### src/rtl/cpu_pkg.sv
// Shared definitions for the 6502 core: register-select codes (also used by
// the ALU operand mux), status bit positions, flag_op codes, reset defaults.
package cpu_pkg;

  // Destination / source register select
  typedef enum logic [2:0] {
    SEL_A     = 3'b000,
    SEL_F     = 3'b001,
    SEL_M     = 3'b010,
    SEL_SP    = 3'b011,
    SEL_X     = 3'b100,
    SEL_Y     = 3'b101,
    SEL_NONE0 = 3'b110,
    SEL_NONE1 = 3'b111
  } reg_sel_e;

  // Explicit flag set/clear instructions
  typedef enum logic [2:0] {
    FOP_NONE = 3'b000,
    FOP_CLC  = 3'b001,
    FOP_SEC  = 3'b010,
    FOP_CLI  = 3'b011,
    FOP_SEI  = 3'b100,
    FOP_CLD  = 3'b101,
    FOP_SED  = 3'b110,
    FOP_CLV  = 3'b111
  } flag_op_e;

  // Status register bit positions: N V 1 B D I Z C
  localparam int unsigned ST_C = 0;
  localparam int unsigned ST_Z = 1;
  localparam int unsigned ST_I = 2;
  localparam int unsigned ST_D = 3;
  localparam int unsigned ST_B = 4;
  localparam int unsigned ST_U = 5;
  localparam int unsigned ST_V = 6;
  localparam int unsigned ST_N = 7;

  // Bit positions of {N,V,Z,C} inside flag_we / alu_flags
  localparam int unsigned FW_C = 0;
  localparam int unsigned FW_Z = 1;
  localparam int unsigned FW_V = 2;
  localparam int unsigned FW_N = 3;

  localparam logic [7:0] SP_RESET_DEFAULT = 8'hFD;
  localparam logic [7:0] F_RESET_DEFAULT  = 8'h24;

  // Bit 5 is hard-wired to 1 and B to 0 in the stored status value;
  // B only exists on the stack image built by the push logic.
  function automatic logic [7:0] fix_status(input logic [7:0] v);
    logic [7:0] r;
    r       = v;
    r[ST_U] = 1'b1;
    r[ST_B] = 1'b0;
    return r;
  endfunction

endpackage

### src/rtl/register_file_if.sv
// Control/data bundle between the core sequencer (master) and the
// architectural register file (slave).
interface register_file_if;
  import cpu_pkg::*;

  logic       hold;
  logic       wr_en;
  reg_sel_e   wr_sel;
  logic       wr_src;
  logic [7:0] alu_result;
  logic [7:0] data_in;
  logic       m_load;
  logic [3:0] flag_we;
  logic [3:0] alu_flags;
  flag_op_e   flag_op;
  logic       sp_inc;
  logic       sp_dec;

  logic [7:0] a;
  logic [7:0] f;
  logic [7:0] m;
  logic [7:0] sp;
  logic [7:0] x;
  logic [7:0] y;

  modport master (
    output hold, wr_en, wr_sel, wr_src, alu_result, data_in, m_load,
           flag_we, alu_flags, flag_op, sp_inc, sp_dec,
    input  a, f, m, sp, x, y
  );

  modport slave (
    input  hold, wr_en, wr_sel, wr_src, alu_result, data_in, m_load,
           flag_we, alu_flags, flag_op, sp_inc, sp_dec,
    output a, f, m, sp, x, y
  );

endinterface

### src/rtl/status_register.sv
// Processor status register F: per-bit priority between a full write
// (PLP/RTI), explicit flag instructions and ALU flag updates.
module status_register
  import cpu_pkg::*;
#(
  parameter logic [7:0] F_RESET = F_RESET_DEFAULT
) (
  input  logic       clk,
  input  logic       rst,
  input  logic       hold,
  input  logic       full_we,
  input  logic [7:0] full_data,
  input  flag_op_e   flag_op,
  input  logic [3:0] flag_we,
  input  logic [3:0] alu_flags,
  output logic [7:0] f
);

  logic [7:0] f_q;
  logic [7:0] f_d;

  // Next status: lowest priority applied first so later stages override
  always_comb begin
    f_d = f_q;
    if (!hold) begin
      if (flag_we[FW_N]) f_d[ST_N] = alu_flags[FW_N];
      if (flag_we[FW_V]) f_d[ST_V] = alu_flags[FW_V];
      if (flag_we[FW_Z]) f_d[ST_Z] = alu_flags[FW_Z];
      if (flag_we[FW_C]) f_d[ST_C] = alu_flags[FW_C];

      case (flag_op)
        FOP_CLC: f_d[ST_C] = 1'b0;
        FOP_SEC: f_d[ST_C] = 1'b1;
        FOP_CLI: f_d[ST_I] = 1'b0;
        FOP_SEI: f_d[ST_I] = 1'b1;
        FOP_CLD: f_d[ST_D] = 1'b0;
        FOP_SED: f_d[ST_D] = 1'b1;
        FOP_CLV: f_d[ST_V] = 1'b0;
        default: ;
      endcase

      if (full_we) f_d = full_data;
    end
    f_d = fix_status(f_d);
  end

  // Status storage with synchronous reset
  always_ff @(posedge clk) begin
    if (rst) f_q <= fix_status(F_RESET);
    else     f_q <= f_d;
  end

  assign f = f_q;

endmodule

### src/rtl/register_file.sv
// Architectural registers A, X, Y, SP, M of the 6502 core plus the status
// register. All outputs come straight from flops; no write bypass.
module register_file
  import cpu_pkg::*;
#(
  parameter logic [7:0] SP_RESET = SP_RESET_DEFAULT,
  parameter logic [7:0] F_RESET  = F_RESET_DEFAULT
) (
  input logic             clk,
  input logic             rst,
  register_file_if.slave  bus
);

  logic [7:0] a_q,  a_d;
  logic [7:0] x_q,  x_d;
  logic [7:0] y_q,  y_d;
  logic [7:0] sp_q, sp_d;
  logic [7:0] m_q,  m_d;
  logic [7:0] wr_data;
  logic       f_full_we;

  assign wr_data   = bus.wr_src ? bus.data_in : bus.alu_result;
  assign f_full_we = bus.wr_en && (bus.wr_sel == SEL_F);

  // Next-state for A/X/Y/SP/M; explicit writes take precedence over
  // m_load and stack-pointer stepping
  always_comb begin
    a_d  = a_q;
    x_d  = x_q;
    y_d  = y_q;
    sp_d = sp_q;
    m_d  = m_q;
    if (!bus.hold) begin
      if (bus.m_load) m_d = bus.data_in;

      // inc and dec together cancel out
      if (bus.sp_inc && !bus.sp_dec)      sp_d = sp_q + 8'd1;
      else if (bus.sp_dec && !bus.sp_inc) sp_d = sp_q - 8'd1;

      if (bus.wr_en) begin
        case (bus.wr_sel)
          SEL_A:   a_d  = wr_data;
          SEL_M:   m_d  = wr_data;
          SEL_SP:  sp_d = wr_data;
          SEL_X:   x_d  = wr_data;
          SEL_Y:   y_d  = wr_data;
          default: ;  // F handled in status_register, 110/111 write nothing
        endcase
      end
    end
  end

  // Register storage; reset discards any write presented in the same cycle
  always_ff @(posedge clk) begin
    if (rst) begin
      a_q  <= 8'h00;
      x_q  <= 8'h00;
      y_q  <= 8'h00;
      m_q  <= 8'h00;
      sp_q <= SP_RESET;
    end else begin
      a_q  <= a_d;
      x_q  <= x_d;
      y_q  <= y_d;
      m_q  <= m_d;
      sp_q <= sp_d;
    end
  end

  status_register #(
    .F_RESET (F_RESET)
  ) u_status (
    .clk       (clk),
    .rst       (rst),
    .hold      (bus.hold),
    .full_we   (f_full_we),
    .full_data (wr_data),
    .flag_op   (bus.flag_op),
    .flag_we   (bus.flag_we),
    .alu_flags (bus.alu_flags),
    .f         (bus.f)
  );

  assign bus.a  = a_q;
  assign bus.x  = x_q;
  assign bus.y  = y_q;
  assign bus.sp = sp_q;
  assign bus.m  = m_q;

endmodule
### src/flat_wrapper.sv
// flat-port wrapper written by rule: the top's interface ports become plain ports
module register_file_flat import cpu_pkg::*;
#(
  parameter logic [7:0] SP_RESET = SP_RESET_DEFAULT,
  parameter logic [7:0] F_RESET  = F_RESET_DEFAULT
)
  (clk, rst, bus_hold, bus_wr_en, bus_wr_sel, bus_wr_src, bus_alu_result, bus_data_in, bus_m_load, bus_flag_we, bus_alu_flags, bus_flag_op, bus_sp_inc, bus_sp_dec, bus_a, bus_f, bus_m, bus_sp, bus_x, bus_y);
  register_file_if bus_i ();
  input logic clk;
  input logic rst;
  input wire logic [$bits(bus_i.hold)-1:0] bus_hold;
  input wire logic [$bits(bus_i.wr_en)-1:0] bus_wr_en;
  input wire logic [$bits(bus_i.wr_sel)-1:0] bus_wr_sel;
  input wire logic [$bits(bus_i.wr_src)-1:0] bus_wr_src;
  input wire logic [$bits(bus_i.alu_result)-1:0] bus_alu_result;
  input wire logic [$bits(bus_i.data_in)-1:0] bus_data_in;
  input wire logic [$bits(bus_i.m_load)-1:0] bus_m_load;
  input wire logic [$bits(bus_i.flag_we)-1:0] bus_flag_we;
  input wire logic [$bits(bus_i.alu_flags)-1:0] bus_alu_flags;
  input wire logic [$bits(bus_i.flag_op)-1:0] bus_flag_op;
  input wire logic [$bits(bus_i.sp_inc)-1:0] bus_sp_inc;
  input wire logic [$bits(bus_i.sp_dec)-1:0] bus_sp_dec;
  output wire logic [$bits(bus_i.a)-1:0] bus_a;
  output wire logic [$bits(bus_i.f)-1:0] bus_f;
  output wire logic [$bits(bus_i.m)-1:0] bus_m;
  output wire logic [$bits(bus_i.sp)-1:0] bus_sp;
  output wire logic [$bits(bus_i.x)-1:0] bus_x;
  output wire logic [$bits(bus_i.y)-1:0] bus_y;
  assign bus_i.hold = bus_hold;
  assign bus_i.wr_en = bus_wr_en;
  assign bus_i.wr_sel = bus_wr_sel;
  assign bus_i.wr_src = bus_wr_src;
  assign bus_i.alu_result = bus_alu_result;
  assign bus_i.data_in = bus_data_in;
  assign bus_i.m_load = bus_m_load;
  assign bus_i.flag_we = bus_flag_we;
  assign bus_i.alu_flags = bus_alu_flags;
  assign bus_i.flag_op = bus_flag_op;
  assign bus_i.sp_inc = bus_sp_inc;
  assign bus_i.sp_dec = bus_sp_dec;
  assign bus_a = bus_i.a;
  assign bus_f = bus_i.f;
  assign bus_m = bus_i.m;
  assign bus_sp = bus_i.sp;
  assign bus_x = bus_i.x;
  assign bus_y = bus_i.y;
  register_file #(.SP_RESET(SP_RESET), .F_RESET(F_RESET)) u_core (.clk(clk), .rst(rst), .bus(bus_i));
endmodule
### config.mk
export PLATFORM = sky130hd
export DESIGN_NAME = register_file_flat
export DESIGN_NICKNAME = d
export VERILOG_FILES = /design/src/rtl/cpu_pkg.sv /design/src/rtl/register_file_if.sv /design/src/rtl/status_register.sv /design/src/rtl/register_file.sv /design/src/flat_wrapper.sv
export SDC_FILE = /design/constraint.sdc
export NUM_CORES = 1
export LEC_CHECK = 0
export CORE_MARGIN = 4
export CORE_UTILIZATION = 33
export CTS_CLUSTER_SIZE = 10
export DETAILED_ROUTE_END_ITERATION = 12
export GPL_TIMING_DRIVEN = 0
export PLACE_DENSITY = 0.73
export SLEW_MARGIN = 10
export SYNTH_ARGS = -nofsm -noshare
export SYNTH_HDL_FRONTEND = slang
export SYNTH_SLANG_ARGS = --single-unit
### constraint.sdc
create_clock -name clk -period 1.8 [get_ports clk]
set_input_delay 0.18 -clock clk [delete_from_list [all_inputs] [get_ports clk]]
set_output_delay 0.18 -clock clk [all_outputs]
set_load 0.005 [all_outputs]
==> After elaboration in Yosys (flattened, before gate mapping) <==
Index checks and enable logic that the tools add are counted.
{ "op_classes": {"addsub": 2, "n_eq_ne": 12, "n_mux": 17, "bitwise": 1, "reduce_logical": 21} }
{ "op_table": {"columns": ["op", "n"], "rows": [
  ["8-bit 2-to-1 mux", 9],
  ["3-bit equality test (second input constant)", 6],
  ["3-bit by 2-bit equality test with 1-bit output (second input constant)", 4],
  ["2-bit AND reduction", 6],
  ["3-bit AND reduction", 3],
  ["3-bit nonzero test", 3],
  ["8-bit by 1-bit adder with 8-bit output (second input constant)", 1],
  ["8-bit by 1-bit subtractor with 8-bit output (second input constant)", 1],
  ["3-bit by 1-bit equality test with 1-bit output (second input constant)", 2],
  ["1-bit case mux with 2 select lines", 3],
  ["1-bit 2-to-1 mux", 5],
  ["2-bit nonzero test", 2],
  ["4-bit nonzero test", 1],
  ["1-bit logical AND", 3],
  ["3-bit logical NOT", 1],
  ["1-bit logical NOT", 2],
  ["1-bit NOT", 1]
]} }
{ "totals": {"reg_bits": 48, "output_inout_bits": 48, "elab_cells": 65} }

==> Depth between registers and ports, before layout <==
{ "depth": {"word_depth": 6, "mapped_depth": 6, "ltp_nobuf": 6} }

==> Modules after synthesis <==
From an unflattened synthesis, not the netlist that was laid out.
{ "unflattened": {"hier_cells": 300, "hier_area_um2": 2522.4} }
{ "by_module_without_submodules": {"columns": ["mod", "instances", "cells_each", "area_per_inst_um2", "seq_area_each_um2"], "rows": [
  ["register_file", 1, 246, 2065.7, 800.8],
  ["status_register", 1, 54, 456.7, 120.1]
]} }

==> Worst setup path before layout <==
No wires, ideal clock.
{ "synth_timing": {"path_kind": "register -> register", "from": "register u_core.sp_q[0] (netlist: u_core.bus.sp[0])", "to": "register u_core.sp_q[3] (netlist: u_core.bus.sp[3])", "setup_time_ns": 0.128, "arrival_time_ns": 1.458, "required_time_ns": 1.672, "slack_ns": 0.214, "path_stages_with_launch": 5, "synth_period_minus_slack_ns": 1.586, "path_cell_list": "dfxtp_1 > or4b_4 > nand2b_4 > a2111oi_2 > o31ai_1"} }
{ "synth_via": {"elab_chain_len": 5, "elab_cells_between_ends": 6, "classes_between": "2 x add/sub; 4 x mux"} }
{ "synth_rtl": {"columns": ["item", "line", "text"], "rows": [
  ["start, declared", "register_file.sv:17", "logic [7:0] sp_q, sp_d;"],
  ["start signal, assigned", "register_file.sv:66", "sp_q <= sp_d;"],
  ["8-bit by 1-bit subtractor with 8-bit output", "register_file.sv:38", "else if (bus.sp_dec && !bus.sp_inc) sp_d = sp_q - 8'd1;"],
  ["8-bit 2-to-1 mux", "register_file.sv:38", null],
  ["8-bit 2-to-1 mux (*)", "register_file.sv:37", "if (bus.sp_inc && !bus.sp_dec) sp_d = sp_q + 8'd1;"],
  ["8-bit 2-to-1 mux", "register_file.sv:41", "case (bus.wr_sel)"],
  ["8-bit 2-to-1 mux (*)", "register_file.sv:40", "if (bus.wr_en) begin"]
]} }
Every way passes the cells marked *; elsewhere a longest branch is shown, timed or not.
A chain may end at the register's enable or synchronous reset.

==> Worst setup path in the final report <==
{ "layout_timing": {"from": "input port bus_sp_dec", "to": "register u_core.sp_q[3] (netlist: u_core.bus.sp[3])"} }
{ "layout_via": {"elab_chain_len": 5, "elab_cells_between_ends": 7, "classes_between": "4 x mux; 3 x reduce/logical"} }
{ "layout_rtl": {"columns": ["item", "line", "text"], "rows": [
  ["start, declared", "flat_wrapper.sv:22", "input wire logic [$bits(bus_i.sp_dec)-1:0] bus_sp_dec;"],
  ["1-bit logical AND or 1-bit logical NOT (tied branches)", "register_file.sv:38, register_file.sv:37", null],
  ["8-bit 2-to-1 mux or 1-bit logical AND (tied branches)", "register_file.sv:38, register_file.sv:37", null],
  ["8-bit 2-to-1 mux (*)", "register_file.sv:37", null],
  ["8-bit 2-to-1 mux", "register_file.sv:41", null],
  ["8-bit 2-to-1 mux (*)", "register_file.sv:40", null]
]} }
Marked as above.

==> summary.md <==
| Metric | Value |
|---|---|
| Setup Viol. Count Final | `0` |
| Nets | `418` |
| CP Data Arrival Time | `1.91 ns` |
| Clock-pin slew on the worst setup and hold paths | `0.09 ns` |
| Grt ovf | `0` |
| Worst setup path category | `primary input to flip-flop` |
| Final Util | `49.1%` |
| Die Wd | `92.9 µm` |
| Final slew viol count | `0` |
| Least-Margin Pin Slew | `0.818 ns` |
| DP Worst Slack | `-0.313 ns` |
| Port Buffer Count | `80` |
| Tightest Hold Check Type | `primary input to flip-flop` |
| P_leak | `1.23 nW` |
| Ys flop type | `dfxtp_1` |
| F_max | `584 MHz` |
| GRT Overall Usage | `17.2%` |
| Area growth, synth to finish | `42.6%` |
| Core Area | `0.00691 mm²` |
| Post-Route Skew | `0.00186 ns` |
| R2r startpoint | `u_core.bus.sp[0]` |
| Cells after Synth | `293` |
| Postcts setup bufs | `0` |
| Reg2Reg Setup Slack | `0.13 ns` |
| Crit end category | `flip-flop` |
| Post-synth top area share | `38.7%` |
| # DRC | `0` |
| Die Span Y | `92.9 µm` |
| RSZ-0062 raised after global routing | `false` |
| Starting DRT DRC Count | `128` |
| DR WL/cell | `15.5 µm` |
| Final setup TNS | `0 ns` |
| Min cycle time layout | `1.71 ns` |
| Initial antenna violation count | `0` |
| Setup ws final | `0.0889 ns` |
| Worst-case clock buffer depth | `2` |
| Vias | `2461` |
| CTS Sinks | `46` |
| Area contributors post-synth | `dfxtp_1, a211oi_1, nor2_1` |
| Vias in the first global route | `2331` |
| Register area share after synthesis | `38.7%` |
| Tcrit/Tclk final | `95.1%` |
| Worst EP required | `1.99 ns` |
| Multi-input gate area in the final layout | `0.00131 mm²` |
| R2r worst-path depth | `4` |
| Commonest cells post-synth | `dfxtp_1, nor2_1, a211oi_1, a21oi_1, nand2_1` |
| Placer Congestion | `0.866` |
| Endpoints failing hold | `0` |
| Layout cells sized above 1 | `7.65%` |
| Outcome | `completed` |
| Leading area contributor after synthesis | `dfxtp_1` |
| YS warnings | `0` |
| Mapped Area | `0.00238 mm²` |
| Post-route cell area | `0.00339 mm²` |
| Post-synth EDFFs | `0` |
| IO Count | `86` |
| Die ar. | `0.00863 mm²` |
| CTS tree | `built` |
| FF+latch area | `921 µm²` |
| Max Fanout on Critical Path | `7` |
| Max-cap violations | `0` |
| R2r endpoint | `u_core.bus.sp[3]` |
| Worst setup path start | `bus_sp_dec` |
| Synth unique cells | `53` |
| Count leader, synth | `dfxtp_1` |
| Register bit count reported by yosys | `46` |
| Syn nets | `333` |
| Async set or reset register ratio after synthesis | `0%` |
| Initial cell density of the core | `34.5%` |
| Slew HR | `43.9%` |
| Final ANT Viol Nets | `0` |
| Cell Pwr Density | `645 mW/mm²` |
| Syn avg cell area | `8.12 µm²` |
| Post-DP HPWL | `5500 µm` |
| Num rows | `30` |
| Worst Setup EP | `u_core.bus.sp[3]` |
| Clk Tree Root Cell | `clkbuf_8` |
| Latest clock arrival within the worst-skew pair | `0.31 ns` |
| First-pass GRT wire length | `11800 µm` |
| Routed WL | `7350 µm` |
| Vias/cell | `5.18` |
| Pin count of the biggest net entering global routing | `16` |
| Startpoint types | `primary input` |
| Ant diodes | `0` |
| H-tree levels | `2` |
| Drt pass-1 iters | `4` |
| Max VDD drop | `296 µV` |
| Worst Hold Path Cells | `2` |
| Total CTS buffers | `5` |
| Area after DPL | `0.00330 mm²` |
| Fillers | `708` |
-- what timing repair did --
action	4_1_cts	5_1_grt
hold endpoints to repair	0	0
hold buffers	0	0
gates resized for setup	1	5
setup endpoints to repair	1	20
-- metal layers --
metal | wire length [µm] | share of wire (%) | GRT usage [%] | vias up
li1 | - | - | - | 1224
met1 | 3390 | 46 | 23.8 | 1129
met2 | 3330 | 45 | 27.1 | 100
met3 | 568 | 7.7 | 4.47 | 8
met4 | 61 | 0.83 | 3.42 | 0
met5 | 0 | 0 | 0 | -
-- worst max-delay path, cell delays in order --
cell             delay [ns]
clkdlybuf4s50_1        0.58
or4b_4                 0.52
nand2b_4               0.16
a2111oi_2              0.34
o31ai_1                0.12
-- layout make-up --
cell class	instances	area share, %
clock inverters	3	0.627
repair buffers	80	23.6
multi-input cells	210	38.7
well taps	96	3.54
plain buffers	21	2.88
inverters	14	1.55
clock buffers	5	2.03
flip-flops and latches	46	27.1
-- where the power goes --
part / switching [mW] / total [mW] / internal (mW)
Combinational: 0.211 / 0.447 / 0.236
Sequential: 0.0331 / 1.09 / 1.06
Clock: 0.375 / 0.649 / 0.273
Total: 0.619 / 2.19 / 1.57
-- logic make-up after synthesis --
family	synth area share [%]
flops	38.7
fa+ha+maj	1.05
xor+xnor	0.736
mux	3.84
other cells	0.316
compound gates	22.8
buf+inv	6.52
simple gates	26.0
-- stage by stage --
stage	std cells	power, mW	hold slack, ns
floorplan	293	1.32	0.423
global placement	469	1.56	0.450
detailed placement	469	1.56	0.449
CTS	477	2.20	0.303
global route	475	2.29	0.344
finish	475	2.19	0.313
-- sequential cells by signal, indices dropped and copies added, names as in the netlist --
name	flops
u_core.bus.y	8
u_core.bus.a	8
u_core.bus.sp	8
u_core.u_status.f	6
u_core.bus.m	8
u_core.bus.x	8
-- how the worst min path moves through the flow --
stage                              start                    to  slack, ns
global route                         rst      u_core.bus.sp[1]       0.34
global placement    u_core.u_status.f[1]  u_core.u_status.f[1]       0.45
CTS                                  rst      u_core.bus.sp[1]       0.30
detailed placement  u_core.u_status.f[1]  u_core.u_status.f[1]       0.45
floorplan                 bus_flag_we[0]  u_core.u_status.f[0]       0.42
finish                               rst      u_core.bus.sp[1]       0.31
-- cells in the final DEF (no fill, tap or decap), drive strengths merged, types with 4 or more instances in the layout --
cell | netlist | routed
clkbuf | 14 | 17
a21oi | 19 | 19
nand2 | 19 | 19
nand3 | 6 | 6
or3 | 11 | 11
mux2i | 8 | 8
buf | 9 | 9
nor3 | 9 | 9
nor2 | 36 | 36
o21ai | 17 | 17
clkdlybuf4s50 | 0 | 80
nand3b | 4 | 4
a211oi | 26 | 26
inv | 14 | 14
dfxtp | 46 | 46
(Power assumes the default switching activity.)
